**config.mk**
```make
export PLATFORM = sky130hd
export DESIGN_NAME = mem_arbiter_flat
export DESIGN_NICKNAME = d
export VERILOG_FILES = /design/src/rtl/mem_arbiter_pkg.sv /design/src/rtl/mem_arbiter_if.sv /design/src/rtl/mem_arbiter_arb_prio.sv /design/src/rtl/mem_arbiter.sv /design/src/flat_wrapper.sv
export SDC_FILE = /design/constraint.sdc
export NUM_CORES = 1
export LEC_CHECK = 0
export BUFFER_PORTS_ARGS = -buffer_cell sky130_fd_sc_hd__buf_4
export CAP_MARGIN = 20
export CORE_ASPECT_RATIO = 0.6
export CORE_MARGIN = 5
export CORE_UTILIZATION = 45
export DETAILED_ROUTE_END_ITERATION = 10
export GPL_TIMING_DRIVEN = 0
export PLACE_DENSITY = 0.73
export SLEW_MARGIN = 40
export SYNTH_ARGS = -nofsm -noshare
export SYNTH_HDL_FRONTEND = slang
export SYNTH_SLANG_ARGS = --single-unit
```
**constraint.sdc**
```tcl
create_clock -name clk -period 2.9 [get_ports clk]
set_clock_uncertainty 0.1 [all_clocks]
set_input_delay 0.58 -clock clk [delete_from_list [all_inputs] [get_ports clk]]
set_output_delay 0.58 -clock clk [all_outputs]
set_load 0.005 [all_outputs]
```
**src/rtl/mem_arbiter_pkg.sv**
```systemverilog
// ============================================================================
// Module  : mem_arbiter_pkg
// Brief   : Shared memory-system types: arbiter states, owner encoding, widths
// Revision: 1.0
// ============================================================================
`default_nettype none

package mem_arbiter_pkg;

    localparam int C_DEFAULT_AW = 10;

    typedef enum logic [1:0] {
        ST_IDLE = 2'd0,
        ST_BUSY = 2'd1,
        ST_DONE = 2'd2
    } arb_state_t;

    typedef enum logic {
        OWN_INSTR = 1'b0,
        OWN_DATA  = 1'b1
    } owner_t;

endpackage : mem_arbiter_pkg

`default_nettype wire

```
**src/rtl/mem_arbiter_if.sv**
```systemverilog
// ============================================================================
// Module  : mem_arbiter_if
// Brief   : Fetch port, data port and shared-memory port bundle
// Revision: 1.0
// ============================================================================
`default_nettype none

interface mem_arbiter_if #(
    parameter int AW = mem_arbiter_pkg::C_DEFAULT_AW
);
    logic          i_req;
    logic [AW-1:0] i_addr;
    logic [31:0]   i_rdata;
    logic          i_ack;

    logic          d_req;
    logic          d_wr;
    logic [AW-1:0] d_addr;
    logic [31:0]   d_wdata;
    logic [31:0]   d_rdata;
    logic          d_ack;

    logic          mem_req;
    logic          mem_wr;
    logic [AW-1:0] mem_addr;
    logic [31:0]   mem_wdata;
    logic [31:0]   mem_rdata;
    logic          mem_ack;

    // Arbiter side: serves both clients, masters the memory
    modport master (
        input  i_req, i_addr, d_req, d_wr, d_addr, d_wdata, mem_rdata, mem_ack,
        output i_rdata, i_ack, d_rdata, d_ack, mem_req, mem_wr, mem_addr, mem_wdata
    );

    modport slave (
        output i_req, i_addr, d_req, d_wr, d_addr, d_wdata, mem_rdata, mem_ack,
        input  i_rdata, i_ack, d_rdata, d_ack, mem_req, mem_wr, mem_addr, mem_wdata
    );

endinterface : mem_arbiter_if

`default_nettype wire

```
**src/rtl/mem_arbiter_arb_prio.sv**
```systemverilog
// ============================================================================
// Module  : arb_prio
// Brief   : Grant decision with data priority and instruction anti-starvation
// Revision: 1.0
// ============================================================================
`default_nettype none

module arb_prio
    import mem_arbiter_pkg::*;
#(
    parameter int STARVE = 4
) (
    input  wire logic   clk,
    input  wire logic   reset,
    input  wire logic   i_instr_req,
    input  wire logic   i_data_req,
    input  wire logic   i_grant_en,
    output logic        o_grant,
    output owner_t      o_grant_owner
);

    localparam int              C_SW     = (STARVE < 1) ? 1 : $clog2(STARVE + 1);
    localparam logic [C_SW-1:0] C_STARVE = C_SW'(STARVE);

    logic [C_SW-1:0] r_starve_cnt;
    logic            w_data_wins;

    // Data wins ties until the fetch side has been passed over STARVE times
    assign w_data_wins   = i_data_req && !(i_instr_req && (r_starve_cnt == C_STARVE));
    assign o_grant       = i_grant_en && (i_instr_req || i_data_req);
    assign o_grant_owner = w_data_wins ? OWN_DATA : OWN_INSTR;

    always_ff @(posedge clk) begin
        if (reset) begin
            r_starve_cnt <= '0;
        end else if (o_grant) begin
            if (!w_data_wins) begin
                r_starve_cnt <= '0;
            end else if (i_instr_req && (r_starve_cnt != C_STARVE)) begin
                r_starve_cnt <= r_starve_cnt + 1'b1;
            end
        end
    end

endmodule : arb_prio

`default_nettype wire

```
**src/rtl/mem_arbiter.sv**
```systemverilog
// ============================================================================
// Module  : mem_arbiter
// Brief   : Two-client (fetch/data) arbiter onto a single-port memory
// Revision: 1.0
// ============================================================================
`default_nettype none

module mem_arbiter
    import mem_arbiter_pkg::*;
#(
    parameter int AW     = C_DEFAULT_AW,
    parameter int STARVE = 4
) (
    input  wire logic      clk,
    input  wire logic      reset,
    mem_arbiter_if.master  bus
);

    arb_state_t    r_state;
    arb_state_t    w_state_nxt;
    owner_t        r_owner;
    logic [AW-1:0] r_addr;
    logic          r_wr;
    logic [31:0]   r_wdata;
    logic [31:0]   r_i_rdata;
    logic [31:0]   r_d_rdata;

    logic          w_grant;
    owner_t        w_grant_owner;

    arb_prio #(
        .STARVE (STARVE)
    ) u_arb_prio (
        .clk           (clk),
        .reset         (reset),
        .i_instr_req   (bus.i_req),
        .i_data_req    (bus.d_req),
        .i_grant_en    (r_state == ST_IDLE),
        .o_grant       (w_grant),
        .o_grant_owner (w_grant_owner)
    );

    always_comb begin
        w_state_nxt = r_state;
        unique case (r_state)
            ST_IDLE: if (w_grant)     w_state_nxt = ST_BUSY;
            ST_BUSY: if (bus.mem_ack) w_state_nxt = ST_DONE;
            ST_DONE:                  w_state_nxt = ST_IDLE;
            default:                  w_state_nxt = ST_IDLE;
        endcase
    end

    always_ff @(posedge clk) begin
        if (reset) begin
            r_state   <= ST_IDLE;
            r_owner   <= OWN_INSTR;
            r_addr    <= '0;
            r_wr      <= 1'b0;
            r_wdata   <= '0;
            r_i_rdata <= '0;
            r_d_rdata <= '0;
        end else begin
            r_state <= w_state_nxt;
            if (w_grant) begin
                r_owner <= w_grant_owner;
                if (w_grant_owner == OWN_DATA) begin
                    r_addr  <= bus.d_addr;
                    r_wr    <= bus.d_wr;
                    r_wdata <= bus.d_wdata;
                end else begin
                    r_addr  <= bus.i_addr;
                    r_wr    <= 1'b0;
                    r_wdata <= '0;
                end
            end
            // Write completions also capture mem_rdata into d_rdata
            if ((r_state == ST_BUSY) && bus.mem_ack) begin
                if (r_owner == OWN_DATA) begin
                    r_d_rdata <= bus.mem_rdata;
                end else begin
                    r_i_rdata <= bus.mem_rdata;
                end
            end
        end
    end

    assign bus.mem_req   = (r_state == ST_BUSY);
    assign bus.mem_wr    = r_wr;
    assign bus.mem_addr  = r_addr;
    assign bus.mem_wdata = r_wdata;
    assign bus.i_ack     = (r_state == ST_DONE) && (r_owner == OWN_INSTR);
    assign bus.d_ack     = (r_state == ST_DONE) && (r_owner == OWN_DATA);
    assign bus.i_rdata   = r_i_rdata;
    assign bus.d_rdata   = r_d_rdata;

endmodule : mem_arbiter

`default_nettype wire

```
**src/flat_wrapper.sv**
```systemverilog
// flat-port wrapper written by rule: the top's interface ports become plain ports
module mem_arbiter_flat import mem_arbiter_pkg::*;
#(
    parameter int AW     = C_DEFAULT_AW,
    parameter int STARVE = 4
)
  (clk, reset, bus_i_req, bus_i_addr, bus_d_req, bus_d_wr, bus_d_addr, bus_d_wdata, bus_mem_rdata, bus_mem_ack, bus_i_rdata, bus_i_ack, bus_d_rdata, bus_d_ack, bus_mem_req, bus_mem_wr, bus_mem_addr, bus_mem_wdata);
  mem_arbiter_if #(.AW(AW)) bus_i ();
  input  wire logic clk;
  input  wire logic reset;
  input wire logic [$bits(bus_i.i_req)-1:0] bus_i_req;
  input wire logic [$bits(bus_i.i_addr)-1:0] bus_i_addr;
  input wire logic [$bits(bus_i.d_req)-1:0] bus_d_req;
  input wire logic [$bits(bus_i.d_wr)-1:0] bus_d_wr;
  input wire logic [$bits(bus_i.d_addr)-1:0] bus_d_addr;
  input wire logic [$bits(bus_i.d_wdata)-1:0] bus_d_wdata;
  input wire logic [$bits(bus_i.mem_rdata)-1:0] bus_mem_rdata;
  input wire logic [$bits(bus_i.mem_ack)-1:0] bus_mem_ack;
  output wire logic [$bits(bus_i.i_rdata)-1:0] bus_i_rdata;
  output wire logic [$bits(bus_i.i_ack)-1:0] bus_i_ack;
  output wire logic [$bits(bus_i.d_rdata)-1:0] bus_d_rdata;
  output wire logic [$bits(bus_i.d_ack)-1:0] bus_d_ack;
  output wire logic [$bits(bus_i.mem_req)-1:0] bus_mem_req;
  output wire logic [$bits(bus_i.mem_wr)-1:0] bus_mem_wr;
  output wire logic [$bits(bus_i.mem_addr)-1:0] bus_mem_addr;
  output wire logic [$bits(bus_i.mem_wdata)-1:0] bus_mem_wdata;
  assign bus_i.i_req = bus_i_req;
  assign bus_i.i_addr = bus_i_addr;
  assign bus_i.d_req = bus_d_req;
  assign bus_i.d_wr = bus_d_wr;
  assign bus_i.d_addr = bus_d_addr;
  assign bus_i.d_wdata = bus_d_wdata;
  assign bus_i.mem_rdata = bus_mem_rdata;
  assign bus_i.mem_ack = bus_mem_ack;
  assign bus_i_rdata = bus_i.i_rdata;
  assign bus_i_ack = bus_i.i_ack;
  assign bus_d_rdata = bus_i.d_rdata;
  assign bus_d_ack = bus_i.d_ack;
  assign bus_mem_req = bus_i.mem_req;
  assign bus_mem_wr = bus_i.mem_wr;
  assign bus_mem_addr = bus_i.mem_addr;
  assign bus_mem_wdata = bus_i.mem_wdata;
  mem_arbiter #(.AW(AW), .STARVE(STARVE)) u_core (.clk(clk), .reset(reset), .bus(bus_i));
endmodule
```
==> Flow_metrics.wiki <==
{| class="wikitable"
! Metric !! Value
|-
| Outcome || completed
|-
| Setup total negative slack || 0 ns
|-
| Antenna diode instance count || 0
|-
| Final critical-path required period || 2.02 ns
|-
| Final instance count without filler cells || 898
|-
| Pins Over Slew Limit || 0
|-
| Adder-cell share of the synthesized area || 0.555%
|-
| CP Buf/Inv Count || 2
|-
| Io pins || 200
|-
| Number of max-cap violations || 0
|-
| Number of setup buffers added after CTS || 0
|-
| Type of the worst setup path || register to primary output
|-
| Final worst-path cycle share || 69.7%
|-
| Fraction of final layout cells with drive strength greater than 1 || 38.7%
|-
| Clock transition at the registers of the reported paths || 0.05 ns
|-
| Net count, final || 843
|-
| Buffer cell driving the clock tree root || sky130_fd_sc_hd__clkbuf_16
|-
| Series of cell instances along the critical path || buf_4, nor2b_1, buf_4
|-
| Worst slew slack as a fraction of its limit || 50.0%
|-
| Vias in the first global route || 4726
|-
| Global-route total usage across every layer || 24.8%
|-
| Share of flip-flops with an asynchronous set or reset after synthesis || 0%
|-
| Maximum fanout count along the critical path || 10
|-
| Average cell area after synthesis || 8.45 um^2
|-
| Clk sink count || 113
|-
| First-pass GRT wire length || 24.2 mm
|-
| Total of flip-flops plus latches after synthesis || 113
|-
| Cell count after placement || 867
|-
| FMAX || 494 MHz
|-
| Worst-skew pair later-pin latency || 0.40 ns
|-
| Area grow syn2layout || 50.3%
|-
| Final design area excluding fillers || 6780 um^2
|-
| Critical path's most frequent cell || sky130_fd_sc_hd__buf_4
|-
| Transition time at the pin with the least slew margin || 0.750 ns
|-
| Quantity of hold-fixing buffers added after cts || 0
|-
| Average routed wire per standard cell || 17.2 um
|-
| RSZ-0062 raised after global routing || false
|-
| IR drop worst, VDD || 0.473 mV
|-
| Power density of the placed cells || 642 nW/um^2
|-
| Final Hold Vio Count || 0
|-
| Count of instances resized after the clock tree is built || 0
|-
| Post-synthesis xor/xnor area fraction || 0%
|-
| Number of warning messages in the yosys log || 0
|-
| Slowest stage cell, crit path || sky130_fd_sc_hd__dfxtp_1
|-
| Die height || 87.6 um
|-
| Total congestion overflow after global routing || 0
|-
| Synth Area in Compound Gates || 21.4%
|-
| Endpoint required time on the critical path || 2.22 ns
|-
| Port Buffers || 198
|-
| Netlist Area Pre-Place || 4510 um^2
|-
| Placeable Area || 9810 um^2
|-
| Total wirelength of the detailed-routed design || 15.5 mm
|-
| Die X || 139 um
|-
| Simple logic cell fraction of the synthesized area || 20.8%
|-
| Sequential area share after synthesis || 50.2%
|-
| Crit path DAT || 1.34 ns
|-
| Largest delay contributor family on the critical path || buffers and inverters
|-
| Final hold slack || 0.336 ns
|-
| Number of vias after detailed routing || 4823
|-
| Static Leak || 2.82 nW
|-
| Main synth FF type || sky130_fd_sc_hd__dfxtp_1
|-
| Drt initial violations || 231
|-
| Max clock buf depth || 2
|-
| Final weighted congestion in routability-driven placement || 0.858
|-
| Worst Setup Start Kind || register
|-
| Post-synth cell types || 33
|-
| Overall die area || 12200 um^2
|-
| DRC violations left || 0
|-
| Depth of the CTS H-tree || 4
|-
| Synthesized Nets || 626
|-
| Crit path largest cell delay || 0.32 ns
|-
| CTS tree || done
|-
| Post-route antenna net violation count || 0
|-
| Synth Instances || 534
|-
| Fill cells || 815
|-
| Proportion of synthesized area in mux cells || 0%
|-
| CP Capture Type || primary output
|-
| Largest family of logic cells by synthesized area || compound AO/OA/AOI/OAI gates
|-
| Worst hold path class || input pin to register
|-
| Number of buffers created by CTS || 17
|-
| Final setup viols || 0
|-
| Total iterations of the first detailed-routing run || 5
|-
| Placement Rows || 28
|-
| Half-perimeter wire length after detailed placement || 11.4 mm
|-
| Largest net degree at the start of global routing || 17
|-
| Antenna violations before repair || 0
|-
| Average vias per placed instance || 5.37
|-
| Effective utilization at floorplan || 46.0%
|-
| Number of enable flip-flop cells after synthesis || 0
|-
| Post-placement cell area || 6170 um^2
|}
-- area by class of cell --
| cell class | count | area, um^2 | share of cell area (%) |
|---|---|---|---|
| buffer | 52 | 305 | 4.50 |
| clock buffer | 21 | 480 | 7.09 |
| clock inverter | 10 | 133 | 1.96 |
| inverter | 4 | 15.0 | 0.221 |
| multi-input combinational | 365 | 1930 | 28.4 |
| sequential | 113 | 2260 | 33.4 |
| tap | 135 | 169 | 2.49 |
| timing repair buffer | 198 | 1490 | 21.9 |
-- final timing paths --
check	depth (start not counted)	slack (ns)	end	from
hold / removal	3	0.34	u_core.bus.d_rdata[11]	bus_mem_rdata[11]
setup / recovery	3	0.88	bus_mem_req	u_core.r_state[0]
setup reg to reg	6	1.16	u_core.bus.mem_addr[8]	u_core.u_arb_prio.r_starve_cnt[0]
hold reg to reg	2	0.35	u_core.bus.d_rdata[24]	u_core.bus.d_rdata[24]
-- where the power goes --
| part | internal [W] | switching (W) | leakage [nW] |
|---|---|---|---|
| sequential | 0.00163 | 0.0000456 | 0.920 |
| combinational | 0.000264 | 0.000275 | 1.61 |
| clock | 0.00143 | 0.000707 | 0.297 |
-- flip-flops by register name, summed over array words and instances (netlist names) --
register                        flops
u_core.bus.mem_addr                10
u_core.u_arb_prio.r_starve_cnt      3
u_core.bus.i_rdata                 32
u_core.r_state                      2
u_core.bus.mem_wr                   1
u_core.r_owner                      1
u_core.bus.d_rdata                 32
u_core.bus.mem_wdata               32
-- worst min-delay path, cell delays in order --
cell and delay (ns):
sky130_fd_sc_hd__buf_4 0.11, sky130_fd_sc_hd__nand2_1 0.05, sky130_fd_sc_hd__a21oi_1 0.05
-- cell families (layout without fill, tap and decap cells) --
group                    count (synthesis)  in the layout
buffers and inverters                   56            285
AO/OA/AOI/OAI                          167            167
adder cells (fa/ha/maj)                  2              2
flip-flops                             113            113
AND/OR/NAND/NOR                        196            196
-- Yosys cell counts, types with 2 or more instances --
cell / count / area share [%]
sky130_fd_sc_hd__inv_1: 4 / 0.33
sky130_fd_sc_hd__clkbuf_1: 12 / 1.0
sky130_fd_sc_hd__clkbuf_2: 4 / 0.44
sky130_fd_sc_hd__nor3b_1: 4 / 0.67
sky130_fd_sc_hd__a21oi_1: 87 / 9.7
sky130_fd_sc_hd__a21oi_2: 24 / 4.7
sky130_fd_sc_hd__nand2_1: 130 / 11
sky130_fd_sc_hd__buf_2: 21 / 2.3
sky130_fd_sc_hd__o21ai_0: 29 / 3.2
sky130_fd_sc_hd__buf_4: 5 / 0.83
sky130_fd_sc_hd__a311oi_1: 10 / 1.9
sky130_fd_sc_hd__o21ai_1: 16 / 1.8
sky130_fd_sc_hd__nand4_1: 35 / 4.9
sky130_fd_sc_hd__or2_1: 2 / 0.28
sky130_fd_sc_hd__buf_1: 2 / 0.17
sky130_fd_sc_hd__nand4b_1: 2 / 0.39
sky130_fd_sc_hd__dfxtp_1: 113 / 50
sky130_fd_sc_hd__nand3_1: 11 / 1.2
sky130_fd_sc_hd__ha_1: 2 / 0.55
sky130_fd_sc_hd__buf_6: 8 / 2.0
-- cells in the final DEF, fill, tap and decap left out, types with 2 or more instances in the layout --
cell and n:
sky130_fd_sc_hd__bufinv_16 3, sky130_fd_sc_hd__nand3_1 11, sky130_fd_sc_hd__o21ai_0 29, sky130_fd_sc_hd__nand4_1 35, sky130_fd_sc_hd__dfxtp_1 113, sky130_fd_sc_hd__clkbuf_1 12
sky130_fd_sc_hd__or2_1 2, sky130_fd_sc_hd__buf_6 8, sky130_fd_sc_hd__buf_4 203, sky130_fd_sc_hd__ha_1 2, sky130_fd_sc_hd__buf_2 21, sky130_fd_sc_hd__nand2_1 130
sky130_fd_sc_hd__buf_1 2, sky130_fd_sc_hd__a311oi_1 10, sky130_fd_sc_hd__nor3b_1 4, sky130_fd_sc_hd__clkinv_2 4, sky130_fd_sc_hd__o21ai_1 16, sky130_fd_sc_hd__a21oi_1 87
sky130_fd_sc_hd__clkinvlp_4 3, sky130_fd_sc_hd__clkbuf_16 17, sky130_fd_sc_hd__clkbuf_2 4, sky130_fd_sc_hd__a21oi_2 24, sky130_fd_sc_hd__clkbuf_8 4, sky130_fd_sc_hd__inv_1 4
sky130_fd_sc_hd__nand4b_1 2
-- through the flow --
stage	utilization, %	setup slack [ns]	power [W]
2_1_floorplan	-	1.32	0.00194
3_3_place_gp	62.9	1.07	0.00222
3_5_place_dp	62.9	1.02	0.00224
4_1_cts	69.1	0.892	0.00438
5_1_grt	69.1	0.855	0.00451
6_report	69.1	0.878	0.00435
-- layer usage --
layer / wire [um] / vias up / GRT usage, % / part of all wire [%]
met5: 0 / - / 0 / 0
met4: 241 / 0 / 8.08 / 1.6
met3: 1470 / 17 / 7.80 / 9.5
met2: 6830 / 247 / 37.8 / 44
met1: 6910 / 2259 / 34.0 / 45
li1: - / 2300 / - / -
Power figures use the tool's default switching activity.
